$ cat config.mk
export PLATFORM = sky130hd
export DESIGN_NAME = ram_port_arbiter
export DESIGN_NICKNAME = d
export VERILOG_FILES = /design/src/rtl/ram_arb_pkg.sv /design/src/rtl/rr_arbiter.sv /design/src/rtl/ram_port_arbiter.sv
export SDC_FILE = /design/constraint.sdc
export NUM_CORES = 1
export LEC_CHECK = 0
export ABC_AREA = 1
export CAP_MARGIN = 30
export CELL_PAD_IN_SITES_DETAIL_PLACEMENT = 1
export CELL_PAD_IN_SITES_GLOBAL_PLACEMENT = 1
export CORE_AREA = 3 3 103 65
export DETAILED_ROUTE_END_ITERATION = 7
export DIE_AREA = 0 0 106 68
export PLACE_DENSITY_LB_ADDON = 0.25
export SLEW_MARGIN = 5
export SYNTH_ARGS = -nofsm -noshare
export SYNTH_HDL_FRONTEND = slang
export SYNTH_SLANG_ARGS = --single-unit
export TNS_END_PERCENT = 5
$ cat constraint.sdc
create_clock -name clk -period 0.95 [get_ports clk]
set_input_delay 0.2375 -clock clk [delete_from_list [all_inputs] [get_ports clk]]
set_output_delay 0.2375 -clock clk [all_outputs]
set_load 0.02 [all_outputs]
$ cat src/rtl/ram_arb_pkg.sv
// Shared types and constants for the single-port RAM arbiter: read latency and
// the tag carried alongside an in-flight read.
package ram_arb_pkg;

  localparam int RD_LATENCY = 2;
  localparam int MAX_REQ    = 8;

  function automatic int unsigned tag_width(input int unsigned n);
    return (n > 1) ? $clog2(n) : 1;
  endfunction

  localparam int TAG_W = tag_width(MAX_REQ);

  typedef struct packed {
    logic             vld;
    logic [TAG_W-1:0] id;
  } rd_tag_t;

endpackage

$ cat src/rtl/rr_arbiter.sv
// Round-robin / fixed-priority arbiter: double-width masked priority encode
// starting at the pointer, pointer advances past the winner on each grant.
module rr_arbiter #(
  parameter int NUM_REQ    = 2,
  parameter int PRIO_FIXED = 0,
  localparam int PW        = (NUM_REQ > 1) ? $clog2(NUM_REQ) : 1
) (
  input  logic               clk,
  input  logic               rst_n,
  input  logic [NUM_REQ-1:0] req_i,
  output logic [NUM_REQ-1:0] gnt_o,
  output logic [PW-1:0]      win_o
);

  logic [PW-1:0]          ptr_q, ptr_d;
  logic [2*NUM_REQ-1:0]   dbl;
  logic                   found;

  always_comb begin
    dbl   = {req_i, req_i};
    gnt_o = '0;
    win_o = '0;
    found = 1'b0;
    // Upper copy of the request vector lets the search wrap past NUM_REQ-1.
    for (int k = 0; k < 2*NUM_REQ; k++) begin
      if (!found && dbl[k] && (PRIO_FIXED != 0 || k >= int'(ptr_q))) begin
        found = 1'b1;
        win_o = PW'(k % NUM_REQ);
      end
    end
    if (found) gnt_o[win_o] = 1'b1;
    ptr_d = ptr_q;
    if (found && PRIO_FIXED == 0)
      ptr_d = (win_o == PW'(NUM_REQ-1)) ? '0 : win_o + 1'b1;
  end

  always_ff @(posedge clk or negedge rst_n) begin
    if (!rst_n) ptr_q <= '0;
    else        ptr_q <= ptr_d;
  end

endmodule

$ cat src/rtl/ram_port_arbiter.sv
// Shares one single-port RAM between NUM_REQ requesters: registered command stage,
// two-stage read tag pipeline steering read data back to the issuer.
module ram_port_arbiter
  import ram_arb_pkg::*;
#(
  parameter int NUM_REQ    = 2,
  parameter int ADDR_W     = 8,
  parameter int DATA_W     = 8,
  parameter int PRIO_FIXED = 0
) (
  input  logic                      clk,
  input  logic                      rst_n,
  input  logic [NUM_REQ-1:0]        req_valid,
  input  logic [NUM_REQ-1:0]        req_we,
  input  logic [NUM_REQ*ADDR_W-1:0] req_addr,
  input  logic [NUM_REQ*DATA_W-1:0] req_wdata,
  output logic [NUM_REQ-1:0]        req_ready,
  output logic [NUM_REQ-1:0]        rsp_valid,
  output logic [DATA_W-1:0]         rsp_data,
  output logic                      ram_ena,
  output logic                      ram_wea,
  output logic [ADDR_W-1:0]         ram_addra,
  output logic [DATA_W-1:0]         ram_dina,
  input  logic [DATA_W-1:0]         ram_douta
);

  localparam int PW = (NUM_REQ > 1) ? $clog2(NUM_REQ) : 1;

  logic [NUM_REQ-1:0] gnt;
  logic [PW-1:0]      win;
  logic               accept, rd_acc;

  logic               ena_q, ena_d, wea_q, wea_d;
  logic [ADDR_W-1:0]  addr_q, addr_d;
  logic [DATA_W-1:0]  din_q, din_d;
  rd_tag_t            tag1_q, tag1_d, tag2_q;

  rr_arbiter #(.NUM_REQ(NUM_REQ), .PRIO_FIXED(PRIO_FIXED)) u_arb (
    .clk   (clk),
    .rst_n (rst_n),
    .req_i (req_valid),
    .gnt_o (gnt),
    .win_o (win)
  );

  assign req_ready = gnt;
  assign accept    = |gnt;
  assign rd_acc    = accept && !req_we[win];

  always_comb begin
    ena_d      = accept;
    wea_d      = accept && req_we[win];
    addr_d     = addr_q;
    din_d      = din_q;
    tag1_d.vld = rd_acc;
    tag1_d.id  = TAG_W'(win);
    if (accept) begin
      addr_d = req_addr[win*ADDR_W +: ADDR_W];
      din_d  = req_wdata[win*DATA_W +: DATA_W];
    end
  end

  always_ff @(posedge clk or negedge rst_n) begin
    if (!rst_n) begin
      ena_q  <= 1'b0;
      wea_q  <= 1'b0;
      addr_q <= '0;
      din_q  <= '0;
      tag1_q <= '0;
      tag2_q <= '0;
    end else begin
      ena_q  <= ena_d;
      wea_q  <= wea_d;
      addr_q <= addr_d;
      din_q  <= din_d;
      tag1_q <= tag1_d;
      tag2_q <= tag1_q;
    end
  end

  assign ram_ena   = ena_q;
  assign ram_wea   = wea_q;
  assign ram_addra = addr_q;
  assign ram_dina  = din_q;

  // Stage-2 tag lines up with douta of the read it describes.
  always_comb begin
    rsp_valid = '0;
    for (int i = 0; i < NUM_REQ; i++)
      rsp_valid[i] = tag2_q.vld && (tag2_q.id == TAG_W'(i));
  end

  assign rsp_data = tag2_q.vld ? ram_douta : '0;

  assert property (@(posedge clk) disable iff (!rst_n) $onehot0(req_ready));
  assert property (@(posedge clk) disable iff (!rst_n) $onehot0(rsp_valid));
  assert property (@(posedge clk) disable iff (!rst_n) (|rsp_valid) |-> $past(rd_acc, RD_LATENCY));

endmodule

# Yosys cells after proc, flatten, opt, wreduce, memory -nomap -nowiden
# Cells that the tools add are included.
[word_totals]
regBits = 23
latchBits = 0
ram_bits = 0
romBits = 0
in_bits = 46
output_inout_bits = 30
elab_cells = 44
mem_count = 0
[classes]
addsub = 1
mul = 0
div_mod_pow = 0
n_lt_le_gt_ge = 3
eq_ne = 0
shift = 2
muxes = 14
bitwise = 0
reduce_logical = 15
[op_table]
columns = ["cell", "count"]
rows = [
  ["16-bit by 5-bit variable part select with 8-bit output", 2],
  ["1-bit two-way mux", 11],
  ["1-bit logical AND", 9],
  ["8-bit two-way mux", 1],
  ["1-bit logical NOT", 4],
  ["3-bit logical NOT", 1],
  ["1-bit by 2-bit less-than comparator with 1-bit output (second input constant)", 1],
  ["2-bit two-way mux", 1],
  ["2-bit OR reduction", 1],
  ["1-bit adder (second input constant)", 1],
  ["1-bit demux with 1-bit select", 1],
  ["1-bit >= comparator (first input constant)", 1],
  ["1-bit >= comparator (second input constant)", 1],
]

# Logic depth before layout (Yosys ltp)
[depth]
depth_word = 19
mapped_depth = 7
ltp_nobuf = 6

# By module
# From an unflattened synthesis, not the netlist that was laid out.
[unflattened]
cells_unflattened = 166
hier_area_um2 = 1153.6
[by_module_without_submodules]
columns = ["module", "instances", "cells_per_inst", "area_per_inst_um2", "seq_area_each_um2"]
rows = [
  ["ram_port_arbiter", 1, 154, 1086.0, 550.5],
  ["rr_arbiter", 1, 12, 67.6, 25.0],
]

# Worst setup path before layout
# No wires, ideal clock.
[synth_timing]
kind = "reg2out"
start = "reg u_arb.ptr_q"
end = "out req_ready[0]"
arrival_time_ns = 0.982
required_time_ns = 0.712
slack_ns = -0.270
stages_incl_launch_ff = 7
n_path_buf = 1
cell_sequence = "dfrtp_1 > inv_1 > nand2_4 > nand2_2 > buf_6 > inv_1 > nor2_1"
[synth_between]
elab_chain_len = 17
elab_cells_between_ends = 21
classes_between = "3 x order compare; 10 x mux; 8 x reduce/logical"
[synth_lines]
columns = ["element", "line_no", "source"]
rows = [
  ["start, declared", "rr_arbiter.sv:15", "logic [PW-1:0] ptr_q, ptr_d;"],
  ["start signal, assigned", "rr_arbiter.sv:39", "else ptr_q <= ptr_d;"],
  ["1-bit >= comparator (*)", "rr_arbiter.sv:26", "if (!found && dbl[k] && (PRIO_FIXED != 0 || k >= int'(ptr_q))) begin"],
  ["1-bit logical AND (*)", "rr_arbiter.sv:26", ""],
  ["1-bit two-way mux (*)", "rr_arbiter.sv:26", ""],
  ["1-bit logical NOT", "rr_arbiter.sv:26", ""],
  ["1-bit logical AND", "rr_arbiter.sv:26", ""],
  ["1-bit two-way mux", "rr_arbiter.sv:26", ""],
  ["1-bit logical NOT", "rr_arbiter.sv:26", ""],
  ["1-bit logical AND", "rr_arbiter.sv:26", ""],
  ["(+2 left out)", "-", ""],
  ["1-bit logical AND", "rr_arbiter.sv:26", ""],
  ["1-bit two-way mux (*)", "rr_arbiter.sv:26", ""],
  ["via u_arb.win_o", "rr_arbiter.sv:12", "output logic [PW-1:0] win_o"],
  ["1-bit by 2-bit less-than comparator with 1-bit output (not written as such) or 1-bit >= comparator (tied branches)", "rr_arbiter.sv:31", "if (found) gnt_o[win_o] = 1'b1;"],
  ["1-bit logical AND (not written as such)", "rr_arbiter.sv:31", ""],
  ["1-bit two-way mux (not written as such)", "rr_arbiter.sv:31", ""],
  ["1-bit demux with 1-bit select (*)", "-", ""],
  ["2-bit two-way mux (*)", "rr_arbiter.sv:31", ""],
  ["end, declared", "ram_port_arbiter.sv:17", "output logic [NUM_REQ-1:0] req_ready,"],
]
# The timed path passes the listed nets; every way through them passes the cells marked *.

# Final worst setup path
[layout_timing]
start = "reg u_arb.ptr_q"
end = "out req_ready[1]"
[layout_between]
elab_chain_len = 17
elab_cells_between_ends = 21
classes_between = "3 x order compare; 10 x mux; 8 x reduce/logical"
[layout_lines]
columns = ["element", "line_no"]
rows = [
  ["1-bit >= comparator (*)", "rr_arbiter.sv:26"],
  ["1-bit logical AND (*)", "rr_arbiter.sv:26"],
  ["1-bit two-way mux (*)", "rr_arbiter.sv:26"],
  ["1-bit logical NOT", "rr_arbiter.sv:26"],
  ["1-bit logical AND", "rr_arbiter.sv:26"],
  ["1-bit two-way mux", "rr_arbiter.sv:26"],
  ["1-bit logical NOT", "rr_arbiter.sv:26"],
  ["1-bit logical AND", "rr_arbiter.sv:26"],
  ["1-bit two-way mux", "rr_arbiter.sv:26"],
  ["1-bit logical NOT", "rr_arbiter.sv:26"],
  ["1-bit logical AND", "rr_arbiter.sv:26"],
  ["1-bit two-way mux", "rr_arbiter.sv:26"],
  ["1-bit by 2-bit less-than comparator with 1-bit output (not written as such) or 1-bit >= comparator (tied branches)", "rr_arbiter.sv:31"],
  ["1-bit logical AND (not written as such)", "rr_arbiter.sv:31"],
  ["1-bit two-way mux (not written as such)", "rr_arbiter.sv:31"],
  ["1-bit demux with 1-bit select", "-"],
  ["2-bit two-way mux (*)", "rr_arbiter.sv:31"],
]
# Mark *: on every way between the ends. The rest lies on a longest branch, timed or not.

==> impl_metrics.py <==
metrics = {
    "synth": {
        "yosys.area.top_type_share": 0.453,
        "yosys_warnings": 0,
        "syn_nets": 215,
        "synth_seq_area_share": 0.453,
        "syn_inst": 169,
        "syn_area_per_cell_um2": 7.52,
        "synthTopCellsByArea": "dfrtp_1 (45%), nand2_1 (18%), nand3_1 (9.8%), inv_1 (9.4%), nand3_2 (7.1%)",
        "yosysTopAreaCell": "dfrtp_1",
        "syn_area_um2": 1270,
        "ys_ff_latch": 23,
        "yosysUniqueCellTypes": 14,
    },
    "timing": {
        "relSlewSlack": 0.825,
        "worst_pin_slew_ns": 0.262,
        "grt_setup_unrepaired": "yes",
        "fin_ws_ns": -0.404,
        "final-max-slew-violation-count": 0,
        "fmax_ghz": 0.739,
        "hold_viol": 0,
        "tns_ns": -7.31,
        "period_share": 1.42,
        "clock_skew_ns": 0.00241,
        "finalCriticalPeriod_ns": 1.35,
        "setup_viol": 49,
    },
    "pwr": {
        "p_switching_uw": 904,
        "swShare": 0.327,
        "p_leak_uw": 0.00119,
        "power.density_nw_per_um2": 1270,
        "p_int_uw": 1860,
        "seqPwrFrac": 0.415,
        "power_frac_clock": 0.226,
        "ir_drop_mv": 0.447,
        "p_comb_frac": 0.359,
    },
    "drt": {
        "drt_pass1_iterations": 4,
        "first_iter_violations": 53,
        "detail-route-antenna-nets": 0,
        "routed_wl_um": 4120,
        "routed_via_density": 3.98,
        "vias": 1328,
        "wire_per_inst_um": 12.3,
        "drc": 0,
    },
    "die": {
        "die-area_um2": 7210,
        "num_rows": 21,
        "die_h_um": 68,
        "io_pins": 76,
        "core-area_um2": 5680,
        "start_util": 0.224,
        "dieWidth_um": 106,
    },
    "critical_path": {
        "path_delay_family": "flip-flops",
        "path_class": "reg -> out",
        "slowest_delay_ns": 0.39,
        "crit_top_cell": "nand2_4",
        "path_cells": "inv_2 -> nand2_4 -> nand2_4 -> buf_4 -> inv_1 -> buf_6",
        "critPathMaxFanout": 3,
        "cp_num_buf_inv": 4,
        "worst_setup_path_end_kind": "output port",
        "startpoint_type": "flop",
        "worstRegToRegCells": 6,
        "cp.arrival_ns": 1.12,
        "cp_slowest_cell": "dfrtp_1",
        "cp.required_ns": 0.71,
        "cp_num_cells": 6,
    },
    "layout": {
        "fin_area_um2": 2180,
        "fill_cells": 727,
        "drive_above_1_share": 0.277,
        "synthToLayoutAreaGrowth_pct": 71.2,
        "fin_nets": 300,
    },
    "job": {
        "maxCapViolCount": 0,
    },
    "clock_network": {
        "clk_pin_slew_ns": 0.09,
        "h-tree-depth": 1,
        "postCtsSetupRepairBufs": 0,
        "clk_path_buf_depth": 2,
        "clock_latency_ns": 0.27,
        "cts_hold_buf": 0,
        "cts_root_buf": "clkbuf_8",
        "cts_buffers": 3,
        "cts_tree": "done",
        "clock-sinks": 23,
    },
    "global_routing": {
        "grt_pass1_vias": 1357,
        "grt_max_degree": 24,
        "grt-ovfl-total": 0,
        "antenna_found_initial": 1,
        "grt_use_total": 0.120,
        "grt_pass1_wl_um": 6850,
    },
    "run_status": {
        "violations": "setup timing",
        "status": "finished, violations left",
    },
    "worst_hold_path": {
        "min_path_type": "in -> async",
    },
    "placed_design": {
        "gp_congestion": 0.683,
        "place_hpwl_um": 3270,
        "placed_area_um2": 2180,
        "io_buffers": 75,
    },
}
==> worst paths after layout <==
kind                        startpoint           end  slack, ns
setup / recovery           u_arb.ptr_q  req_ready[1]      -0.40
hold / removal                   rst_n   ram_dina[2]       0.31
setup reg to reg           u_arb.ptr_q       ram_wea      -0.12
hold reg to reg              tag1_q[3]     tag2_q[3]       0.35
max in group asynchronous        rst_n       ram_ena       0.49
min in group clk             tag1_q[3]     tag2_q[3]       0.35
==> synthesized netlist by cell type (all sizes together) <==
library cell,count
nor2,5
buf,10
nand3,34
o21ai,1
clkbuf,1
nand2,63
dfrtp,23
inv,32
==> power groups by stage <==
stage	clock network (µW)	registers, µW	logic [µW]
after global routing	683	1160	1100
after floorplan	0	1260	363
after CTS	655	1150	979
after global placement	0	1160	1040
after detailed placement	0	1160	1060
final	624	1150	991
==> worst register-to-register path, stage by stage, from the launching register on <==
cell     delay [ns]
dfrtp_1        0.36
inv_2          0.05
nand2_4        0.06
buf_4          0.27
nand3_1        0.11
nand2_1        0.08
nor2_1         0.04
==> cell type report <==
cell class | instances | area [µm²] | share of cell area
flip-flops and latches | 23 | 576 | 0.265
clock buffers | 3 | 41.3 | 0.0190
diodes | 1 | 2.50 | 0.00115
repair buffers | 91 | 813 | 0.374
multi-input cells | 103 | 518 | 0.238
inverters | 32 | 120 | 0.0552
clock inverters | 1 | 5.00 | 0.00230
well taps | 80 | 100 | 0.0460
==> timing repair <==
action | CTS | global route
gates resized for setup | 139 | 16
endpoints found under the setup margin | 50 | 50
pin swaps | 1 | 0
gates cloned | 0 | 0
==> stage by stage <==
stage	hold WS, ns	cells	worst slack [ns]	util	total power, µW
after CTS	0.319	333	-0.423	0.374	2780
final	0.312	334	-0.404	0.383	2760
after detailed placement	0.336	329	-1.02	0.384	2220
after floorplan	-0.0581	169	-0.120	-	1630
after global placement	0.334	329	-0.997	0.384	2210
after global routing	0.327	334	-0.491	0.383	2940
==> layout by cell type (no fill, tap or decap) <==
cell type,n
dlygate4sd2_1,2
diode_2,1
dfrtp_1,23
clkdlybuf4s50_1,43
nand2_1,59
nor2_1,2
inv_1,28
clkbuf_8,3
clkinv_2,1
nor2_4,3
o21ai_0,1
nand2_4,2
inv_2,4
buf_2,18
buf_6,12
nand3_1,25
nand2_2,2
buf_8,1
nand3_2,9
buf_12,1
buf_4,14
==> flip-flops by register name (all words and copies together), names as in the netlist <==
| register | flops |
|---|---|
| ram_ena | 1 |
| ram_wea | 1 |
| ram_dina | 8 |
| ram_addra | 8 |
| u_arb.ptr_q | 1 |
| tag2_q | 2 |
| tag1_q | 2 |
==> routing by layer <==
metal,track usage,up-vias,routed length (µm)
met1,0.157,606,1860
li1,-,670,-
met3,0.0537,0,430
met4,0.0162,0,0
met5,0,-,0
met2,0.190,52,1830
==> cells by family after synthesis <==
kind of cell           synth area share
buffers and inverters             0.165
AO/OA/AOI/OAI                   0.00393
flip-flops                        0.453
AND/OR/NAND/NOR                   0.378
(Power assumes the default switching activity.)
